$ cat config.mk
export PLATFORM = sky130hd
export DESIGN_NAME = dmem_arbiter
export DESIGN_NICKNAME = d
export VERILOG_FILES = /design/src/rtl/dmem_arb_pkg.sv /design/src/rtl/dmem_arbiter_rr_arb2.sv /design/src/rtl/dmem_arbiter.sv
export SDC_FILE = /design/constraint.sdc
export NUM_CORES = 1
export LEC_CHECK = 0
export ABC_CLOCK_PERIOD_IN_PS = 5000
export CORE_AREA = 2 2 155 157
export DETAILED_ROUTE_END_ITERATION = 10
export DIE_AREA = 0 0 157 159
export GPL_TIMING_DRIVEN = 0
export SETUP_SLACK_MARGIN = 0.1
export SYNTH_ARGS = -nofsm -noshare
export SYNTH_HDL_FRONTEND = slang
export SYNTH_SLANG_ARGS = --single-unit
export TNS_END_PERCENT = 50
$ cat constraint.sdc
create_clock -name CPU_CLK -period 5 [get_ports CPU_CLK]
set_clock_uncertainty 0.15 [all_clocks]
set_input_delay 0.75 -clock CPU_CLK [delete_from_list [all_inputs] [get_ports CPU_CLK]]
set_output_delay 0.75 -clock CPU_CLK [all_outputs]
set_load 0.02 [all_outputs]
$ cat src/rtl/dmem_arb_pkg.sv
// Shared types for the data-memory arbiter: FSM states, owner encoding and memop codes.
package dmem_arb_pkg;

  typedef enum logic [1:0] {
    IDLE  = 2'd0,
    ISSUE = 2'd1,
    WAIT  = 2'd2,
    DONE  = 2'd3
  } state_t;

  typedef enum logic {
    OWN_CPU = 1'b0,
    OWN_DBG = 1'b1
  } owner_t;

  // memop encodings shared with ctrl_gen
  localparam logic [2:0] MEMOP_LB  = 3'b000;
  localparam logic [2:0] MEMOP_LH  = 3'b001;
  localparam logic [2:0] MEMOP_LW  = 3'b010;
  localparam logic [2:0] MEMOP_LBU = 3'b100;
  localparam logic [2:0] MEMOP_LHU = 3'b101;

endpackage

$ cat src/rtl/dmem_arbiter_rr_arb2.sv
// Two-input round-robin picker: a lone request wins, a tie goes to the side that did not own last.
module rr_arb2
  import dmem_arb_pkg::*;
(
  input  logic [1:0] req,
  input  owner_t     last_owner,
  output logic [1:0] gnt,
  output owner_t     owner
);

  always_comb begin
    gnt   = '0;
    owner = OWN_CPU;
    if (req[0] && (!req[1] || last_owner == OWN_DBG)) begin
      gnt   = 2'b01;
      owner = OWN_CPU;
    end else if (req[1]) begin
      gnt   = 2'b10;
      owner = OWN_DBG;
    end
  end

endmodule

$ cat src/rtl/dmem_arbiter.sv
// Shares the dmem port between the CPU and the debug/loader master (IDLE->ISSUE->WAIT->DONE).
// Optional performance counters are built when DMEM_ARB_PERF_EN is defined.
module dmem_arbiter
  import dmem_arb_pkg::*;
#(
  parameter int unsigned ADDR_W  = 32,
  parameter int unsigned DATA_W  = 32,
  parameter int unsigned MEM_LAT = 1
) (
  input  logic              CPU_CLK,
  input  logic              rst,
  input  logic              cpu_req,
  input  logic [ADDR_W-1:0] cpu_addr,
  input  logic [DATA_W-1:0] cpu_wdata,
  input  logic [2:0]        cpu_memop,
  input  logic              cpu_memwr,
  output logic [DATA_W-1:0] cpu_rdata,
  output logic              cpu_ack,
  output logic              cpu_stall,
  input  logic              dbg_req,
  input  logic [ADDR_W-1:0] dbg_addr,
  input  logic [DATA_W-1:0] dbg_wdata,
  input  logic [2:0]        dbg_memop,
  input  logic              dbg_memwr,
  output logic [DATA_W-1:0] dbg_rdata,
  output logic              dbg_ack,
  output logic [ADDR_W-1:0] mem_addr,
  output logic [DATA_W-1:0] mem_wdata,
  output logic [2:0]        mem_memop,
  output logic              mem_memwr,
  input  logic [DATA_W-1:0] mem_rdata,
  output logic [31:0]       perf_cpu_cnt,
  output logic [31:0]       perf_dbg_cnt,
  output logic [31:0]       perf_conf_cnt
);

  localparam logic [2:0] LAT_M1 = (MEM_LAT == 0) ? 3'd0 : 3'(MEM_LAT - 1);

  state_t     state;
  owner_t     owner;
  owner_t     last_owner;
  owner_t     pick_owner;
  logic [1:0] gnt;
  logic       lat_wr;
  logic [2:0] wait_cnt;
  logic       capture;

  rr_arb2 u_arb (
    .req        ({dbg_req, cpu_req}),
    .last_owner (last_owner),
    .gnt        (gnt),
    .owner      (pick_owner)
  );

  // Last cycle before DONE: read data is valid here, and the ack is registered from it.
  always_comb begin
    capture = 1'b0;
    if (state == ISSUE && MEM_LAT == 0)
      capture = 1'b1;
    else if (state == WAIT && wait_cnt == '0)
      capture = 1'b1;
  end

  always_ff @(posedge CPU_CLK) begin
    if (rst) begin
      state      <= IDLE;
      owner      <= OWN_CPU;
      last_owner <= OWN_DBG;
      lat_wr     <= 1'b0;
      wait_cnt   <= '0;
      mem_addr   <= '0;
      mem_wdata  <= '0;
      mem_memop  <= '0;
      cpu_rdata  <= '0;
      dbg_rdata  <= '0;
      cpu_ack    <= 1'b0;
      dbg_ack    <= 1'b0;
    end else begin
      cpu_ack <= 1'b0;
      dbg_ack <= 1'b0;
      if (capture) begin
        cpu_ack <= (owner == OWN_CPU);
        dbg_ack <= (owner == OWN_DBG);
        if (!lat_wr) begin
          if (owner == OWN_CPU) cpu_rdata <= mem_rdata;
          else                  dbg_rdata <= mem_rdata;
        end
      end
      case (state)
        IDLE: begin
          if (|gnt) begin
            owner <= pick_owner;
            if (gnt[1]) begin
              mem_addr  <= dbg_addr;
              mem_wdata <= dbg_wdata;
              mem_memop <= dbg_memop;
              lat_wr    <= dbg_memwr;
            end else begin
              mem_addr  <= cpu_addr;
              mem_wdata <= cpu_wdata;
              mem_memop <= cpu_memop;
              lat_wr    <= cpu_memwr;
            end
            state <= ISSUE;
          end
        end
        ISSUE: begin
          if (MEM_LAT == 0) begin
            state <= DONE;
          end else begin
            wait_cnt <= LAT_M1;
            state    <= WAIT;
          end
        end
        WAIT: begin
          if (wait_cnt == '0) state <= DONE;
          else                wait_cnt <= wait_cnt - 3'd1;
        end
        DONE: begin
          last_owner <= owner;
          state      <= IDLE;
        end
        default: state <= IDLE;
      endcase
    end
  end

  // The write strobe is gated by rst so a store caught in ISSUE never reaches memory.
  assign mem_memwr = (state == ISSUE) && lat_wr && !rst;
  assign cpu_stall = cpu_req && !cpu_ack;

`ifdef DMEM_ARB_PERF_EN
  always_ff @(posedge CPU_CLK) begin
    if (rst) begin
      perf_cpu_cnt  <= '0;
      perf_dbg_cnt  <= '0;
      perf_conf_cnt <= '0;
    end else begin
      if (state == DONE && owner == OWN_CPU) perf_cpu_cnt <= perf_cpu_cnt + 32'd1;
      if (state == DONE && owner == OWN_DBG) perf_dbg_cnt <= perf_dbg_cnt + 32'd1;
      if (state == IDLE && cpu_req && dbg_req) perf_conf_cnt <= perf_conf_cnt + 32'd1;
    end
  end
`else
  assign perf_cpu_cnt  = '0;
  assign perf_dbg_cnt  = '0;
  assign perf_conf_cnt = '0;
`endif

endmodule

---- Yosys cells after proc, flatten, opt, wreduce, memory -nomap -nowiden ----
Cells that the tools add are included.
W data, S select, Z words.
storage, ports and cells
  logic and storage cells ................. 55
  register bits after elaboration ......... 141
operators by class
  reductions and logical operators ........ 19
  eq/ne operators ......................... 6
  multiplexer cells ....................... 14
  add/sub/neg operators ................... 1
  bitwise logic cells ..................... 3
operators with widths
  operator               number
  $mux W32               2
  $mux W2                4
  $pmux W2 S4            1
  $mux W3                2
  $pmux W3 S2            1
  $reduce_and A2 Y1      3
  $reduce_and A3 Y1      2
  $logic_and A1 B1 Y1    5
  $eq A2 B2 Y1 const B   2
  $mux W1                4
  $ne A2 B2 Y1 const B   2
  $reduce_or A2 Y1       2
  $logic_not A1 Y1       3
  $logic_not A3 Y1       1
  $not A1 Y1             3
  $sub A3 B1 Y3 const B  1
  $eq A2 B1 Y1 const B   1
  $logic_not A2 Y1       1
  $ne A2 B1 Y1 const B   1
  $reduce_bool A2 Y1     1
  $logic_or A1 B1 Y1     1

---- Longest topological paths before layout ----
  word-level depth ........................ 7
  gate-level depth with buffers ........... 8
  depth with buffers taken out ............ 6

---- By module ----
From an unflattened synthesis, not the netlist that was laid out.
second synthesis, totals
  cells, all modules ...................... 738
  area total of the unflattened synthesis .. 6890.4 um^2
modules (own cells, without submodules)
  module        area each (um^2)  sequential area each (um^2)  instances  cells each
  dmem_arbiter  6864.1            2822.7                       1          734
  rr_arb2       26.3              0.0                          1          4

---- Worst setup path after synthesis ----
OpenSTA, ideal clock, no wires.
  kind .................................... input to output
  from .................................... input rst
  to ...................................... output mem_memwr
  slack ................................... 2658 ps
  path buffers ............................ 2
  arrival time ............................ 1442 ps
  cell stages on the path ................. 4
  required time ........................... 4100 ps
  cells stage by stage .................... buf_2 -> clkbuf_1 -> inv_1 -> and3_1
between the ends
  longest elaborated chain between the ends .. 2
RTL lines
  element              line                 source
  start, declared      dmem_arbiter.sv:11   input logic rst,
  $logic_not A1 Y1     dmem_arbiter.sv:129  assign mem_memwr = (state == ISSUE) && lat_wr && !rst;
  $logic_and A1 B1 Y1  dmem_arbiter.sv:129
  end, declared        dmem_arbiter.sv:30   output logic mem_memwr,
No other way between the ends.

---- Worst setup path after layout ----
Same ends and word-level chain as after synthesis.

==> results_dict.tcl <==
set metrics [dict create \
    worst_pin_slew_ns 0.685 \
    diodes 0 \
    drive_gt1_share_pct 13.5 \
    nets 1409 \
    ctsHoldBuffers 0 \
    min_from "dbg_rdata[3]" \
    numCtsBuffers 17 \
    fill_cells 2350 \
    fmax_mhz 309 \
    cp_slowest_cell "clkdlybuf4s50_1" \
    rows 56 \
    cts_tree "yes" \
    setup_viol 0 \
    reg2reg_to "cpu_rdata[31]" \
    hold-path-cell-count 2 \
    grt_usage_pct 17.6 \
    wl_per_cell_um 14.5 \
    post-synth-top-area-cell "dfxtp_1" \
    dr.max_layer_used "met5" \
    finalCritPeriodShare_pct 64.7 \
    ys_ff_latch 141 \
    p_sw_share_pct 37.2 \
    vias_per_cell 4.15 \
    area_growth_pct 69.2 \
    hold_class "reg2reg" \
    die-area_sq_um 25000 \
    vdd_drop_max_mv 0.205 \
    rsz0062_at_grt "false" \
    worst_r2r_path_depth 8 \
    drv_cap 0 \
    num_vias 6480 \
    grt_pass1_wl_um 34500 \
    grt_max_degree 17 \
    synthCells 812 \
    cts.htree.levels 4 \
    ant_nets 0 \
    cts.repair.resized 0 \
    cp_cell_sequence "buf_2 -> clkbuf_1 -> inv_1 -> and3_1 -> clkdlybuf4s50_1" \
    synthDistinctLibCells 33 \
    drt-initial-drc-count 207 \
    hold_violations 0 \
    synth-seq-area-share_pct 44.1 \
    drt-met1-wl_um 9190 \
    die_w_um 157 \
    crit_path_end_kind "output port" \
    multi_input_area_sq_um 2910 \
    leakage_nw 4.44 \
    clk_latency_ns 0.42 \
    slew_violations 0 \
    wl_met2_um 11000 \
    routabilityCongestion 0.773 \
    root_buffer "clkbuf_16" \
    synth_edf_count 0 \
    ys.flop_type "dfxtp_1" \
    p_sw_mw 1.87 \
    cts_setup_buffers 0 \
    cts.clk_slew.worst_paths_ns 0.07 \
    internal-power_mw 3.15 \
    clock_path_buffers 2 \
    drc_errors 0 \
    hold_slack_ns 0.303 \
    clock_power_share_pct 27.3 \
    seq_area_sq_um 2820 \
    grt.overflow.total 0 \
    timing.rr.start "wait_cnt[0]" \
    async_reset_ff_share_pct 0 \
    arrival_ns 2.34 \
    grt_pass1_vias 6251 \
    die_h_um 159 \
    synth.area.top_cells "dfxtp_1, buf_4, nand2_1" \
    tns_ns 0 \
    io_pins 403 \
    clkSinkCount 141 \
    critical-path-top-delay-family "buffers and inverters" \
    synth.top_cell.area_share_pct 44.1 \
    dp_hpwl_um 17800 \
    portBuffers 304 \
    dpl_worst_slack_ns 1.70 \
    critPathRequiredTime_ns 4.10 \
    p_comb_share_pct 42.1 \
    r2r_slack_ns 2.91 \
    hold_end "dbg_rdata[3]" \
    p_seq_share_pct 30.6 \
    route.met3.wl_um 2160 \
    critPathKind "in2out" \
    core_area_sq_um 23200 \
    synth_area_per_cell_sq_um 7.88 \
    period_minus_slack_ns 3.24 \
    p_per_area_nw_per_um2 464 \
    setup_slack_ns 1.76 \
    first_pass_iters 4 \
    grt_antenna_before_repair 1 \
    path_max_fanout 10 \
    worst_path_largest_cell_delay_ns 0.56 \
    critPathLaunchType "input pin" \
    relSlewSlack_pct 54.3 \
    outcome "completed" \
    yosysWarningCount 0 \
    syn_area_sq_um 6400 \
    finalWirelength_um 22700 \
    cp.buffers_inverters 4 \
    start_util_pct 27.6 \
]
-- worst max-delay path by stage --
| stage | start | end | slack (ns) | depth (start not counted) |
|---|---|---|---|---|
| finish | rst | mem_memwr | 1.76 | 5 |
| global route | rst | mem_memwr | 1.67 | 5 |
| CTS | rst | mem_memwr | 1.69 | 5 |
| detailed placement | rst | mem_memwr | 1.70 | 5 |
| global placement | rst | mem_memwr | 1.68 | 5 |
| floorplan | rst | mem_memwr | 2.66 | 4 |
-- Yosys cell counts (2+ instances only) --
cell type,count
a21oi_1,135
nor3_1,3
dfxtp_1,141
inv_1,6
a211oi_1,58
ha_1,7
buf_4,102
clkbuf_1,28
nand2b_1,4
nand2_1,197
nor2b_1,3
a211o_1,2
o21ai_0,2
buf_1,6
a211oi_2,10
buf_2,20
nor2_1,72
-- kinds of logic (layout without fill, tap and decap cells) --
group,after synthesis,in the layout,share of synthesized area [%]
and+or+nand+nor,286,286,17.6
AOI/OAI and AO/OA,213,213,20.6
buffers and inverters,163,499,16.1
DFF,141,141,44.1
adders and majority gates,7,7,1.37
other,1,96,0.0586
muxes,1,1,0.156
-- per-stage QoR --
| step | cell area [sq um] | util, % | instances | power, mW |
|---|---|---|---|---|
| after floorplan | 6760 | - | 907 | 2.77 |
| after global placement | 10200 | 44.0 | 1530 | 3.68 |
| after detailed placement | 10200 | 44.0 | 1530 | 3.69 |
| after CTS | 10800 | 46.7 | 1562 | 5.09 |
| after global routing | 10800 | 46.7 | 1562 | 5.33 |
| final | 10800 | 46.7 | 1562 | 5.02 |
-- power groups by stage --
stage,Sequential [mW],Combinational (mW),Clock (mW)
finish,1.54,2.12,1.37
global route,1.57,2.30,1.46
CTS,1.54,2.14,1.41
detailed placement,1.56,2.13,0
global placement,1.55,2.13,0
floorplan,1.85,0.928,0
-- worst reg2reg max path, stage by stage (launching register included) --
cell       delay (ns)
dfxtp_1          0.33
inv_1            0.06
ha_1             0.19
ha_1             0.24
nand4bb_1        0.12
clkbuf_1         0.23
clkbuf_1         0.42
nand2_1          0.10
a21oi_1          0.19
-- layer usage --
metal	track usage, %	up-vias
li1	-	3344
met1	19.8	2851
met2	30.5	263
met3	6.94	20
met4	5.25	2
met5	0	-
-- sequential cells by signal (all words and copies together), names as in the netlist --
name and flops:
mem_addr 32, owner 1, last_owner 1, mem_wdata 32, cpu_ack 1, dbg_rdata 32, wait_cnt 3, cpu_rdata 32
dbg_ack 1, state 2, lat_wr 1, mem_memop 3
-- layout make-up --
type | instances | area share, %
Clock inverter | 13 | 1.65
Multi-Input combinational cell | 603 | 26.8
Clock buffer | 19 | 4.18
Timing Repair Buffer | 304 | 28.1
Buffer | 157 | 9.28
Inverter | 6 | 0.208
Tap cell | 319 | 3.69
Sequential cell | 141 | 26.1
-- placed cells by master, fill, tap and decap left out, types with 2 or more instances in the layout --
cell type and instances:
nand2b_1 4, nand2_1 197, nor3_1 3, a21oi_1 135
ha_1 7, inv_1 6, nor2_1 72, dfxtp_1 141
a211oi_2 10, a211o_1 2, bufinv_16 3, conb_1 96
clkbuf_1 28, inv_6 5, o21ai_0 2, clkbuf_8 2
clkbuf_16 17, buf_4 102, clkdlybuf4s50_1 304, buf_1 6
buf_2 20, nor2b_1 3, clkinv_4 3, a211oi_1 58
Power figures use the tool's default switching activity.
